<file path="src/rtl/ti_sbox_round_seq_pkg.sv">
// Shared types and LFSR helper for the TI S-box round sequencer.
// No latency of its own; no backpressure.
package ti_seq_pkg;

    localparam int                LFSR_W        = 8;
    localparam logic [LFSR_W-1:0] LFSR_INIT_DEF = 8'hA5;
    localparam logic [LFSR_W-1:0] LFSR_TAPS_DEF = 8'hB8;

    typedef enum logic [1:0] {IDLE, R1, R2, DONE} state_t;

    // Galois right-shift step; a nonzero state never maps to zero.
    function automatic logic [LFSR_W-1:0] lfsr_next(input logic [LFSR_W-1:0] v,
                                                   input logic [LFSR_W-1:0] taps = LFSR_TAPS_DEF);
        return (v >> 1) ^ (v[0] ? taps : '0);
    endfunction

endpackage

</file>
<file path="src/rtl/ti_sbox_round_seq_if.sv">
// Input/output nibble streams of the TI S-box round sequencer.
// Valid/ready on both sides; the result is held until out_ready.
interface ti_sbox_round_seq_if #(parameter int SHARE_W = 4);
    logic                   in_valid;
    logic                   in_ready;
    logic [SHARE_W-1:0]     in_data;
    logic                   out_valid;
    logic                   out_ready;
    logic [2*SHARE_W-1:0]   out_sh;
    logic [SHARE_W-1:0]     out_data;

    modport master (output in_valid, in_data, out_ready,
                    input  in_ready, out_valid, out_sh, out_data);
    modport slave  (input  in_valid, in_data, out_ready,
                    output in_ready, out_valid, out_sh, out_data);
endinterface

</file>
<file path="src/rtl/ti_sbox_round_seq_lfsr.sv">
// Mask LFSR: 8-bit Galois generator with seed load (zero seed becomes 1) and advance enable.
// Load/advance take effect on the next clock; load beats advance in the same cycle.
// No backpressure; exposes only the low MASK_W bits that the sequencer consumes.
module ti_mask_lfsr
    import ti_seq_pkg::*;
#(
    parameter logic [LFSR_W-1:0] INIT   = LFSR_INIT_DEF,
    parameter logic [LFSR_W-1:0] TAPS   = LFSR_TAPS_DEF,
    parameter int                MASK_W = LFSR_W
) (
    input  logic              clk,
    input  logic              rst_n,
    input  logic              load,
    input  logic [LFSR_W-1:0] seed,
    input  logic              adv,
    output logic [MASK_W-1:0] mask
);

    logic [LFSR_W-1:0] lfsr_q;

    always_ff @(posedge clk or negedge rst_n) begin
        if (!rst_n) begin
            lfsr_q <= INIT;
        end else if (load) begin
            lfsr_q <= (seed == '0) ? LFSR_W'(1) : seed;
        end else if (adv) begin
            lfsr_q <= lfsr_next(lfsr_q, TAPS);
        end
    end

    assign mask = lfsr_q[MASK_W-1:0];

endmodule

</file>
<file path="src/rtl/ti_sbox_round_seq.sv">
// Masks a nibble into two shares and sequences the external round-1/round-2 TI LUT banks (TI_REMASK_EN: refresh shares between rounds).
// Latency: accept in cycle 0, out_valid in cycle 3; one nibble in flight, one result per 4 cycles.
// Backpressure: result held in DONE until out_ready; in_ready only in IDLE, never on the release cycle.
module ti_sbox_round_seq
    import ti_seq_pkg::*;
#(
    parameter logic [LFSR_W-1:0] LFSR_INIT = LFSR_INIT_DEF,
    parameter logic [LFSR_W-1:0] LFSR_TAPS = LFSR_TAPS_DEF,
    parameter int                SHARE_W   = 4
) (
    input  logic                  clk,
    input  logic                  rst_n,
    ti_sbox_round_seq_if.slave    io,
    input  logic                  seed_load,
    input  logic [LFSR_W-1:0]     seed,
    output logic [2*SHARE_W-1:0]  r1_sh,
    input  logic [2*SHARE_W-1:0]  r1_res,
    output logic [2*SHARE_W-1:0]  r2_sh,
    input  logic [2*SHARE_W-1:0]  r2_res
);

`ifdef TI_REMASK_EN
    localparam int MASK_W = LFSR_W;
    logic [SHARE_W-1:0] mhi;
`else
    localparam int MASK_W = SHARE_W;
`endif

    state_t             state;
    logic [MASK_W-1:0]  mask;
    logic               accept;

    assign io.in_ready = (state == IDLE);
    assign accept      = (state == IDLE) && io.in_valid;

    ti_mask_lfsr #(
        .INIT   (LFSR_INIT),
        .TAPS   (LFSR_TAPS),
        .MASK_W (MASK_W)
    ) u_lfsr (
        .clk   (clk),
        .rst_n (rst_n),
        .load  (seed_load),
        .seed  (seed),
        .adv   (accept),
        .mask  (mask)
    );

    always_ff @(posedge clk or negedge rst_n) begin
        if (!rst_n) begin
            state        <= IDLE;
            r1_sh        <= '0;
            r2_sh        <= '0;
            io.out_sh    <= '0;
            io.out_data  <= '0;
            io.out_valid <= 1'b0;
`ifdef TI_REMASK_EN
            mhi          <= '0;
`endif
        end else begin
            case (state)
                IDLE: begin
                    if (io.in_valid) begin
                        r1_sh <= {mask[SHARE_W-1:0], io.in_data ^ mask[SHARE_W-1:0]};
`ifdef TI_REMASK_EN
                        mhi   <= mask[MASK_W-1 -: SHARE_W];
`endif
                        state <= R1;
                    end
                end
                R1: begin
                    // Registering here isolates round-1 glitches from the round-2 bank.
`ifdef TI_REMASK_EN
                    r2_sh <= r1_res ^ {mhi, mhi};
`else
                    r2_sh <= r1_res;
`endif
                    state <= R2;
                end
                R2: begin
                    io.out_sh    <= r2_res;
                    io.out_data  <= r2_res[2*SHARE_W-1:SHARE_W] ^ r2_res[SHARE_W-1:0];
                    io.out_valid <= 1'b1;
                    state        <= DONE;
                end
                DONE: begin
                    if (io.out_ready) begin
                        io.out_valid <= 1'b0;
                        state        <= IDLE;
                    end
                end
                default: state <= IDLE;
            endcase
        end
    end

endmodule

</file>
<file path="src/flat_wrapper.sv">
// flat-port wrapper written by rule: the top's interface ports become plain ports
module ti_sbox_round_seq_flat import ti_seq_pkg::*;
#(
    parameter logic [LFSR_W-1:0] LFSR_INIT = LFSR_INIT_DEF,
    parameter logic [LFSR_W-1:0] LFSR_TAPS = LFSR_TAPS_DEF,
    parameter int                SHARE_W   = 4
)
  (clk, rst_n, seed_load, seed, r1_sh, r1_res, r2_sh, r2_res, io_in_valid, io_in_data, io_out_ready, io_in_ready, io_out_valid, io_out_sh, io_out_data);
  ti_sbox_round_seq_if #(.SHARE_W(SHARE_W)) io_i ();
  input  logic clk;
  input  logic rst_n;
  input  logic seed_load;
  input  logic [LFSR_W-1:0] seed;
  output logic [2*SHARE_W-1:0] r1_sh;
  input  logic [2*SHARE_W-1:0] r1_res;
  output logic [2*SHARE_W-1:0] r2_sh;
  input  logic [2*SHARE_W-1:0] r2_res;
  input wire logic [$bits(io_i.in_valid)-1:0] io_in_valid;
  input wire logic [$bits(io_i.in_data)-1:0] io_in_data;
  input wire logic [$bits(io_i.out_ready)-1:0] io_out_ready;
  output wire logic [$bits(io_i.in_ready)-1:0] io_in_ready;
  output wire logic [$bits(io_i.out_valid)-1:0] io_out_valid;
  output wire logic [$bits(io_i.out_sh)-1:0] io_out_sh;
  output wire logic [$bits(io_i.out_data)-1:0] io_out_data;
  assign io_i.in_valid = io_in_valid;
  assign io_i.in_data = io_in_data;
  assign io_i.out_ready = io_out_ready;
  assign io_in_ready = io_i.in_ready;
  assign io_out_valid = io_i.out_valid;
  assign io_out_sh = io_i.out_sh;
  assign io_out_data = io_i.out_data;
  ti_sbox_round_seq #(.LFSR_INIT(LFSR_INIT), .LFSR_TAPS(LFSR_TAPS), .SHARE_W(SHARE_W)) u_core (.clk(clk), .rst_n(rst_n), .io(io_i), .seed_load(seed_load), .seed(seed), .r1_sh(r1_sh), .r1_res(r1_res), .r2_sh(r2_sh), .r2_res(r2_res));
endmodule
</file>
<file path="config.mk">
export PLATFORM = sky130hd
export DESIGN_NAME = ti_sbox_round_seq_flat
export DESIGN_NICKNAME = d
export VERILOG_FILES = /design/src/rtl/ti_sbox_round_seq_pkg.sv /design/src/rtl/ti_sbox_round_seq_if.sv /design/src/rtl/ti_sbox_round_seq_lfsr.sv /design/src/rtl/ti_sbox_round_seq.sv /design/src/flat_wrapper.sv
export SDC_FILE = /design/constraint.sdc
export NUM_CORES = 1
export LEC_CHECK = 0
export BUFFER_PORTS_ARGS = -buffer_cell sky130_fd_sc_hd__buf_2
export CORE_ASPECT_RATIO = 1.4
export CORE_MARGIN = 5
export CORE_UTILIZATION = 49
export CTS_CLUSTER_DIAMETER = 30
export CTS_CLUSTER_SIZE = 14
export DETAILED_ROUTE_END_ITERATION = 8
export PLACE_DENSITY = 0.79
export SLEW_MARGIN = 20
export SYNTH_ARGS = -nofsm -noshare
export SYNTH_HDL_FRONTEND = slang
export SYNTH_HIERARCHICAL = 1
export SYNTH_SLANG_ARGS = --single-unit
</file>
<file path="constraint.sdc">
create_clock -name clk -period 2.1 [get_ports clk]
set_clock_uncertainty 0.05 [all_clocks]
set_input_delay 0.315 -clock clk [delete_from_list [all_inputs] [get_ports clk]]
set_output_delay 0.315 -clock clk [all_outputs]
set_load 0.005 [all_outputs]
</file>
Word-level counts from Yosys, hierarchy flattened --
Index checks and enable logic that the tools add are counted.
Operators by class: reductions and logical operators 8, equality and inequality tests 5, bitwise gates (word level) 3, muxes and demuxes 9
Operators with widths (count):
- 8-bit two-way mux | 4
- 8-bit zero test | 1
- 2-bit one-hot mux with 4 select lines | 1
- 4-bit bitwise XOR | 2
- 7-bit by 8-bit bitwise XOR with 8-bit output | 1
- 2-bit AND reduction | 3
- 2-bit equality test (second input constant) | 2
- 2-bit two-way mux | 2
- 2-bit inequality test (second input constant) | 2
- 2-bit nonzero test | 2
- 2-bit by 1-bit equality test with 1-bit output (second input constant) | 1
- 2-bit zero test | 1
- 1-bit one-hot mux with 2 select lines | 1
- 1-bit logical AND | 1
- 1-bit two-way mux | 1
Storage, ports and cells: logic and storage cells 32, register bits 39, input bits 33

Logic depth before layout (Yosys ltp) --
Gate-level depths: netlist of run 1.
word-level depth 4, mapped depth 9, depth with buffers taken out 7

By module --
The synthesis of run 1 kept the hierarchy.
Modules (own cells, without submodules):
- ti_sbox_round_seq | cells an instance 95, seq. area each 775.7 um^2, area an instance 1312.5 um^2, instances 1
- ti_mask_lfsr | cells an instance 44, seq. area each 205.2 um^2, area an instance 440.4 um^2, instances 1

Worst setup path before layout of run 1 --
No wires, ideal clock.
kind flip-flop to flip-flop, start register u_core.state[0], end register u_core.u_lfsr.lfsr_q[0], cell stages (with the launch flop) 10, slack 0.534 ns, clock period less this slack 1.566 ns, library setup time 0.084 ns, arrival 1.431 ns, required time 1.966 ns, path buffers 2, cell sequence dfrtp_1 -> inv_1 -> ha_1 -> nand2_2 -> buf_6 -> inv_1 -> buf_4 -> nor2b_1 -> a211oi_1 -> a21oi_1
On the way: cells in the longest elaborated chain, start to end 3
Ends and longest elaborated chain:
- start, declared | line ti_sbox_round_seq.sv:29 | state_t state;
- start signal, assigned | line ti_sbox_round_seq.sv:51 | state <= IDLE;
- start signal, assigned | line ti_sbox_round_seq.sv:68 | state <= R1;
- start signal, assigned | line ti_sbox_round_seq.sv:78 | state <= R2;
- 2-bit zero test
- named net io_in_ready | line flat_wrapper.sv:21 | output wire logic [$bits(io_i.in_ready)-1:0] io_in_ready;
- 1-bit logical AND | line ti_sbox_round_seq.sv:34 | assign accept = (state == IDLE) && io.in_valid;
- named net u_core.accept | line ti_sbox_round_seq.sv:31 | logic accept;
- 2-bit nonzero test (no source line)
- end signal, assigned | line ti_sbox_round_seq_lfsr.sv:25 | lfsr_q <= (seed == '0) ? LFSR_W'(1) : seed;
- end signal, assigned | line ti_sbox_round_seq_lfsr.sv:27 | lfsr_q <= lfsr_next(lfsr_q, TAPS);
- end, declared | line ti_sbox_round_seq_lfsr.sv:19 | logic [LFSR_W-1:0] lfsr_q;
The timed path passes the listed nets, and every way through them passes these cells. A chain may end at the register's enable or synchronous reset.

Worst setup path after layout of run 1 --
start register u_core.state[0], end register u_core.u_lfsr.lfsr_q[0]
On the way: cells in the longest elaborated chain, start to end 3
Ends and longest elaborated chain (line):
- 2-bit zero test | ti_sbox_round_seq.sv:34
- 1-bit logical AND | ti_sbox_round_seq.sv:34
- named net u_core.accept | ti_sbox_round_seq.sv:31
- 2-bit nonzero test (no source line)
The timed path passes the listed nets, and every way through them passes these cells.

==> results of run 1 <==
==> area by class of cell <==
type                       count  area (sq um)
fill                         275          1300
inverter                       5          18.8
tap                           40          50.0
sequential                    39           981
clock inverter                 1          5.00
multi-input combinational     85           668
timing repair buffer          62           310
clock buffer                   7          76.3
==> through the flow <==
step / util, % / setup slack [ns] / hold WS (ns)
2_1_floorplan: - / 0.534 / -0.0306
3_3_place_gp: 59.5 / 0.440 / 0.391
3_5_place_dp: 59.5 / 0.239 / 0.416
4_1_cts: 61.9 / 0.220 / 0.108
6_report: 61.9 / 0.242 / 0.0791
5_1_grt: 61.9 / 0.0706 / 0.156
==> cell families after synthesis <==
| family | Yosys count |
|---|---|
| adders and majority gates | 4 |
| DFF | 39 |
| and+or+nand+nor | 21 |
| xor gates and xnor gates | 11 |
| AOI/OAI and AO/OA | 21 |
| buffers and inverters | 15 |
| muxes | 28 |
==> flip-flops by register name (all words and copies together) (netlist names) <==
| name | flops |
|---|---|
| u_core/io.out_sh | 8 |
| u_core/r1_sh | 8 |
| u_core/r2_sh | 8 |
| u_core/u_lfsr/lfsr_q | 8 |
| u_core/io.out_data | 4 |
| u_core/state | 2 |
| u_core/io.out_valid | 1 |
==> synthesized netlist by cell type (all sizes together) <==
| cell type | n |
|---|---|
| nor3 | 1 |
| dfrtp | 35 |
| dfstp | 4 |
| nor4 | 1 |
| xor2 | 3 |
| nor2 | 5 |
| o22ai | 1 |
| nor2b | 2 |
| mux2 | 21 |
| buf | 10 |
| a21oi | 7 |
| o21ai | 11 |
| mux2i | 7 |
| ha | 4 |
| inv | 5 |
| o32a | 1 |
| a211oi | 1 |
| nand2 | 12 |
| xnor2 | 8 |
==> power breakdown <==
part | switching [mW] | total [mW] | internal (mW)
logic | 0.520 | 1.15 | 0.631
registers | 0.193 | 1.29 | 1.09
clock network | 0.237 | 0.470 | 0.233
==> routing by layer <==
metal / track usage (%) / up-vias
li1: - / 579
met5: 0 / -
met4: 7.81 / 0
met3: 5.41 / 6
met1: 16.3 / 588
met2: 30.4 / 48
==> final timing paths <==
| path | startpoint | cells past startpoint | endpoint | slack [ns] |
|---|---|---|---|---|
| max in group asynchronous | rst_n | 1 | u_core/u_lfsr/lfsr_q[1]$_DFFE_PN0P_ | 1.39 |
| worst max register to register | u_core/state[0]$_DFFE_PN0P_ | 7 | u_core/u_lfsr/lfsr_q[0]$_DFFE_PN1P_ | 0.24 |
| min in group clk | seed[7] | 3 | u_core/u_lfsr/lfsr_q[7]$_DFFE_PN1P_ | 0.21 |
| worst max-delay path | u_core/state[0]$_DFFE_PN0P_ | 7 | u_core/u_lfsr/lfsr_q[0]$_DFFE_PN1P_ | 0.24 |
| worst min register to register | u_core/r1_sh[2]$_DFFE_PN0P_ | 2 | u_core/r1_sh[2]$_DFFE_PN0P_ | 0.44 |
| worst min-delay path | rst_n | 1 | u_core/r1_sh[5]$_DFFE_PN0P_ | 0.08 |
==> results.toml, run 1 <==
[yosys]
yosysSeqAreaShare_pct = 56.0
synthXorXnorAreaFrac_pct = 5.50
synth_cell_types = 26
syn-instance-count = 139
synth_area_leaders = "dfrtp_1 (50%), mux2_2 (13%), dfstp_2 (6.0%), mux2i_1 (4.0%), xnor2_1 (4.0%)"
avgSynthCellArea_sq_um = 12.6
syn_nets = 176
synth_compound_area_share_pct = 6.50
synthesis.area_sq_um = 1750
synth_warnings = 6
yosys.area.top_type_share_pct = 50.0
ys_ff_latch = 39
synthAdderAreaFrac_pct = 2.86
synth_top_cell_by_area = "dfrtp_1"
muxShareOfSynthArea_pct = 17.7
yosys.area_share.simple_pct = 5.57
synth_top_family_by_area = "multiplexers"

[cts]
cts_buffers = 5
htreeDepth = 2
root_buffer = "clkbuf_8"
cts_resized = 0
cts.path.max_buffers = 2
clock_latency_ns = 0.28
cts.sinks = 39
path_clk_slew_ns = 0.07
cts_tree = "built"
cts_hold_buffers = 0
cts_setup_buffers = 0

[routing]
finalWirelength_um = 3730
vias = 1221
wl_met3_um = 336
first_pass_iters = 4
wl_per_cell_um = 15.6
routed_via_density = 5.11
drtIter0Drc = 34
route.detailed.drc = 0
drt-met1-wl_um = 1290
met2_length_um = 2050
ant_nets = 0
top_layer = "met4"

[placed_design]
hpwlAfterDp_um = 2910
post_dp_cell_area_sq_um = 2030
io_buffers = 62
dp.cells = 231
routabilityCongestion = 0.717

[sta]
drv_slew = 0
max-slew-margin-rel_pct = 44.4
period_needed_ns = 1.86
hold_viol_final = 0
max_freq_ghz = 0.538
rsz0062_at_grt = "false"
fin_crit_sh_pct = 88.5
worst_pin_slew_ns = 0.834
fin_setup_tns_ns = 0
setup_viol = 0

[final_layout]
final_area_sq_um = 2110
final_common_cell = "buf_2"
drive_gt1_share_pct = 47.7
diodes = 0
finish.cell_count_without_fillers = 239
syn2layout_area_growth_pct = 20.3
layout_common_cells = "buf_2 (62), dfrtp_1 (35), mux2_2 (20)"
final_nets = 235

[run]
drv_cap = 0

[run_status]
status = "complete, no violations"

[worst_setup_path]
worstSetupStartpointType = "flop"
critical_path.top_delay_family = "buffers and inverters"
crit_arrival_ns = 2.01
path_buf_inv = 2
critPathKind = "flop to flop"
end_kind = "flop"
cpMostUsedCell = "inv_1"
crit_path_max_incr_delay_ns = 0.42
required_ns = 2.25
path_max_fanout = 13
cp_slowest_cell = "dfrtp_1"
crit_chain = "inv_1 > ha_1 > nand2_2 > inv_1 > nor2b_1 > a211oi_1 > a21oi_1"

[power]
peakVddDrop_v = 0.000745
fin_total_pwr_mw = 2.91
power_density_nw_per_um2 = 1380
p_leak_nw = 1.02

[floorplanning]
die_w_um = 60.6
rows = 25
core-area_sq_um = 3410
die_height_um = 80.8
die_area_sq_um = 4890
io_pins = 63
initial_utilization_pct = 51.4

[global_routing]
gr-total-overflow = 0
antenna_found_initial = 0
grt_usage_pct = 16.6
grt_max_degree = 40
grt_pass1_wl_um = 5920
grt_pass1_vias = 1370

[worst_hold_path]
holdCritPathClass = "input pin to asynchronous set/reset pin"
Note: power is estimated with default switching activity, not from simulation.
==> run 2, diff against run 1 <==
--- a/config.mk
+++ b/config.mk
@@ -8,11 +8,10 @@
 export BUFFER_PORTS_ARGS = -buffer_cell sky130_fd_sc_hd__buf_2
 export CORE_ASPECT_RATIO = 1.4
 export CORE_MARGIN = 5
-export CORE_UTILIZATION = 49
+export CORE_UTILIZATION = 30
 export CTS_CLUSTER_DIAMETER = 30
 export CTS_CLUSTER_SIZE = 14
 export DETAILED_ROUTE_END_ITERATION = 8
-export PLACE_DENSITY = 0.79
 export SLEW_MARGIN = 20
 export SYNTH_ARGS = -nofsm -noshare
 export SYNTH_HDL_FRONTEND = slang
==> run 2 against run 1 <==
Via count down 2.8%; core utilization down 23 points; critical path depth down 4; clock power up 36%; global-route usage down 6.9 points; final area up 5.3%; fmax up 10%; first-iteration DRC count down 24%; largest power group unchanged; non-clock buffer count up 3; hold slack better by 0.11 ns; wire length down 6.4%; sequential power about the same.
==> results.toml, run 2 (synthesis results as in run 1) <==
[sta]
max-slew-margin-rel_pct = 53.8
worst_pin_slew_ns = 0.693
fin_crit_sh_pct = 80.4
drv_slew = 0
fin_setup_tns_ns = 0
max_freq_ghz = 0.592
hold_viol_final = 0
rsz0062_at_grt = "false"
setup_viol = 0
holdWs_ns = 0.190
period_needed_ns = 1.69

[final_layout]
layout_common_cells = "buf_2 (62), dfrtp_1 (35), mux2_2 (20)"
final_common_cell = "buf_2"
drive_gt1_share_pct = 49.0
syn2layout_area_growth_pct = 26.7
final_nets = 238
diodes = 0
n_fill_cell = 594
finish.cell_count_without_fillers = 272

[worst_setup_path]
end_kind = "flop"
rr_worst_depth = 3
regToRegSetupSlack_ns = 0.41
regToRegEndpoint = "u_core/io.out_sh[5]$_DFFE_PN0P_"
critPathKind = "flop to flop"
cp-startpoint = "u_core/state[0]$_DFFE_PN0P_"
path_max_fanout = 18
r2r-start = "u_core/state[0]$_DFFE_PN0P_"
critPathCapture = "u_core/io.out_sh[5]$_DFFE_PN0P_"
crit_arrival_ns = 1.81
required_ns = 2.22
worstSetupStartpointType = "flop"

[routing]
drt-met1-wl_um = 1440
finalWirelength_um = 3490
vias = 1187
routed_via_density = 4.36
wl_per_cell_um = 12.8
wl_met3_um = 275
drtIter0Drc = 26
route.detailed.drc = 0
ant_nets = 0
top_layer = "met4"
met2_length_um = 1730
first_pass_iters = 2

[global_routing]
grt_usage_pct = 9.70
grt_pass1_wl_um = 5580
grt_pass1_vias = 1190
antenna_found_initial = 0
gr-total-overflow = 0
grt_max_degree = 21

[power]
peakVddDrop_v = 0.000484
power_density_nw_per_um2 = 1370
fin_total_pwr_mw = 3.04
p_leak_nw = 1.05

[floorplanning]
core-area_sq_um = 5780
rows = 33
die_area_sq_um = 7490
io_pins = 63
die_height_um = 100
initial_utilization_pct = 30.3
die_w_um = 74.6

[cts]
cts.sinks = 39
cts.path.max_buffers = 2
cts_buffers = 5
clock_latency_ns = 0.28
cts_resized = 0
cts_tree = "built"
path_clk_slew_ns = 0.07
htreeDepth = 2
root_buffer = "clkbuf_8"

[run]
drv_cap = 0

[run_status]
status = "complete, no violations"

[placed_design]
hpwlAfterDp_um = 2740
dp.cells = 263
routabilityCongestion = 0.699
io_buffers = 62

[worst_hold_path]
holdCritPathClass = "input pin to flop"
-- run 2: worst min path at each step --
| stage | start | endpoint | slack, ns | cells past startpoint |
|---|---|---|---|---|
| after floorplan | rst_n | u_core/io.out_data[0]$_DFFE_PN0P_ | -0.03 | 0 |
| after global placement | rst_n | u_core/io.out_data[0]$_DFFE_PN0P_ | 0.25 | 1 |
| after detailed placement | rst_n | u_core/io.out_data[0]$_DFFE_PN0P_ | 0.25 | 1 |
| after CTS | seed[5] | u_core/u_lfsr/lfsr_q[5]$_DFFE_PN1P_ | 0.18 | 3 |
| after global routing | r1_res[0] | u_core/r2_sh[0]$_DFFE_PN0N_ | 0.20 | 2 |
| final | seed[5] | u_core/u_lfsr/lfsr_q[5]$_DFFE_PN1P_ | 0.19 | 3 |
-- run 2: area by class of cell --
cell class                 count  area, sq um  area share (%)
tap                           70         87.6            3.94
clock inverter                 2         35.0            1.58
sequential                    39          981            44.2
timing repair buffer          65          348            15.7
clock buffer                   6         82.6            3.72
multi-input combinational     85          668            30.1
inverter                       5         18.8           0.845
-- run 2: report_power, final --
part	leakage [nW]	switching, mW	internal, mW
clock network	0.0612	0.254	0.384
logic	0.539	0.488	0.641
registers	0.453	0.177	1.09
-- run 2: per-stage QoR --
| step | utilization, % | setup slack, ns | instance area (sq um) |
|---|---|---|---|
| 2_1_floorplan | - | 0.534 | 1750 |
| 3_3_place_gp | 36.2 | 0.453 | 2090 |
| 3_5_place_dp | 36.2 | 0.415 | 2090 |
| 4_1_cts | 38.4 | 0.406 | 2220 |
| 5_1_grt | 38.4 | 0.250 | 2220 |
| 6_report | 38.4 | 0.411 | 2220 |
-- run 2: what timing repair did --
action,in CTS,in global routing
setup buffers,0,0
hold endpoints to repair,17,0
hold buffers,1,0
-- run 2: critical path, cell delays in order, from the launching register on --
cell and delay, ns:
dfrtp_1 0.42, inv_1 0.09, ha_1 0.61, mux2_2 0.41
-- run 2: routing by layer --
layer / vias up / track usage [%]
met5: - / 0
met4: 0 / 3.70
met3: 2 / 2.40
met2: 42 / 16.0
met1: 554 / 12.0
li1: 589 / -
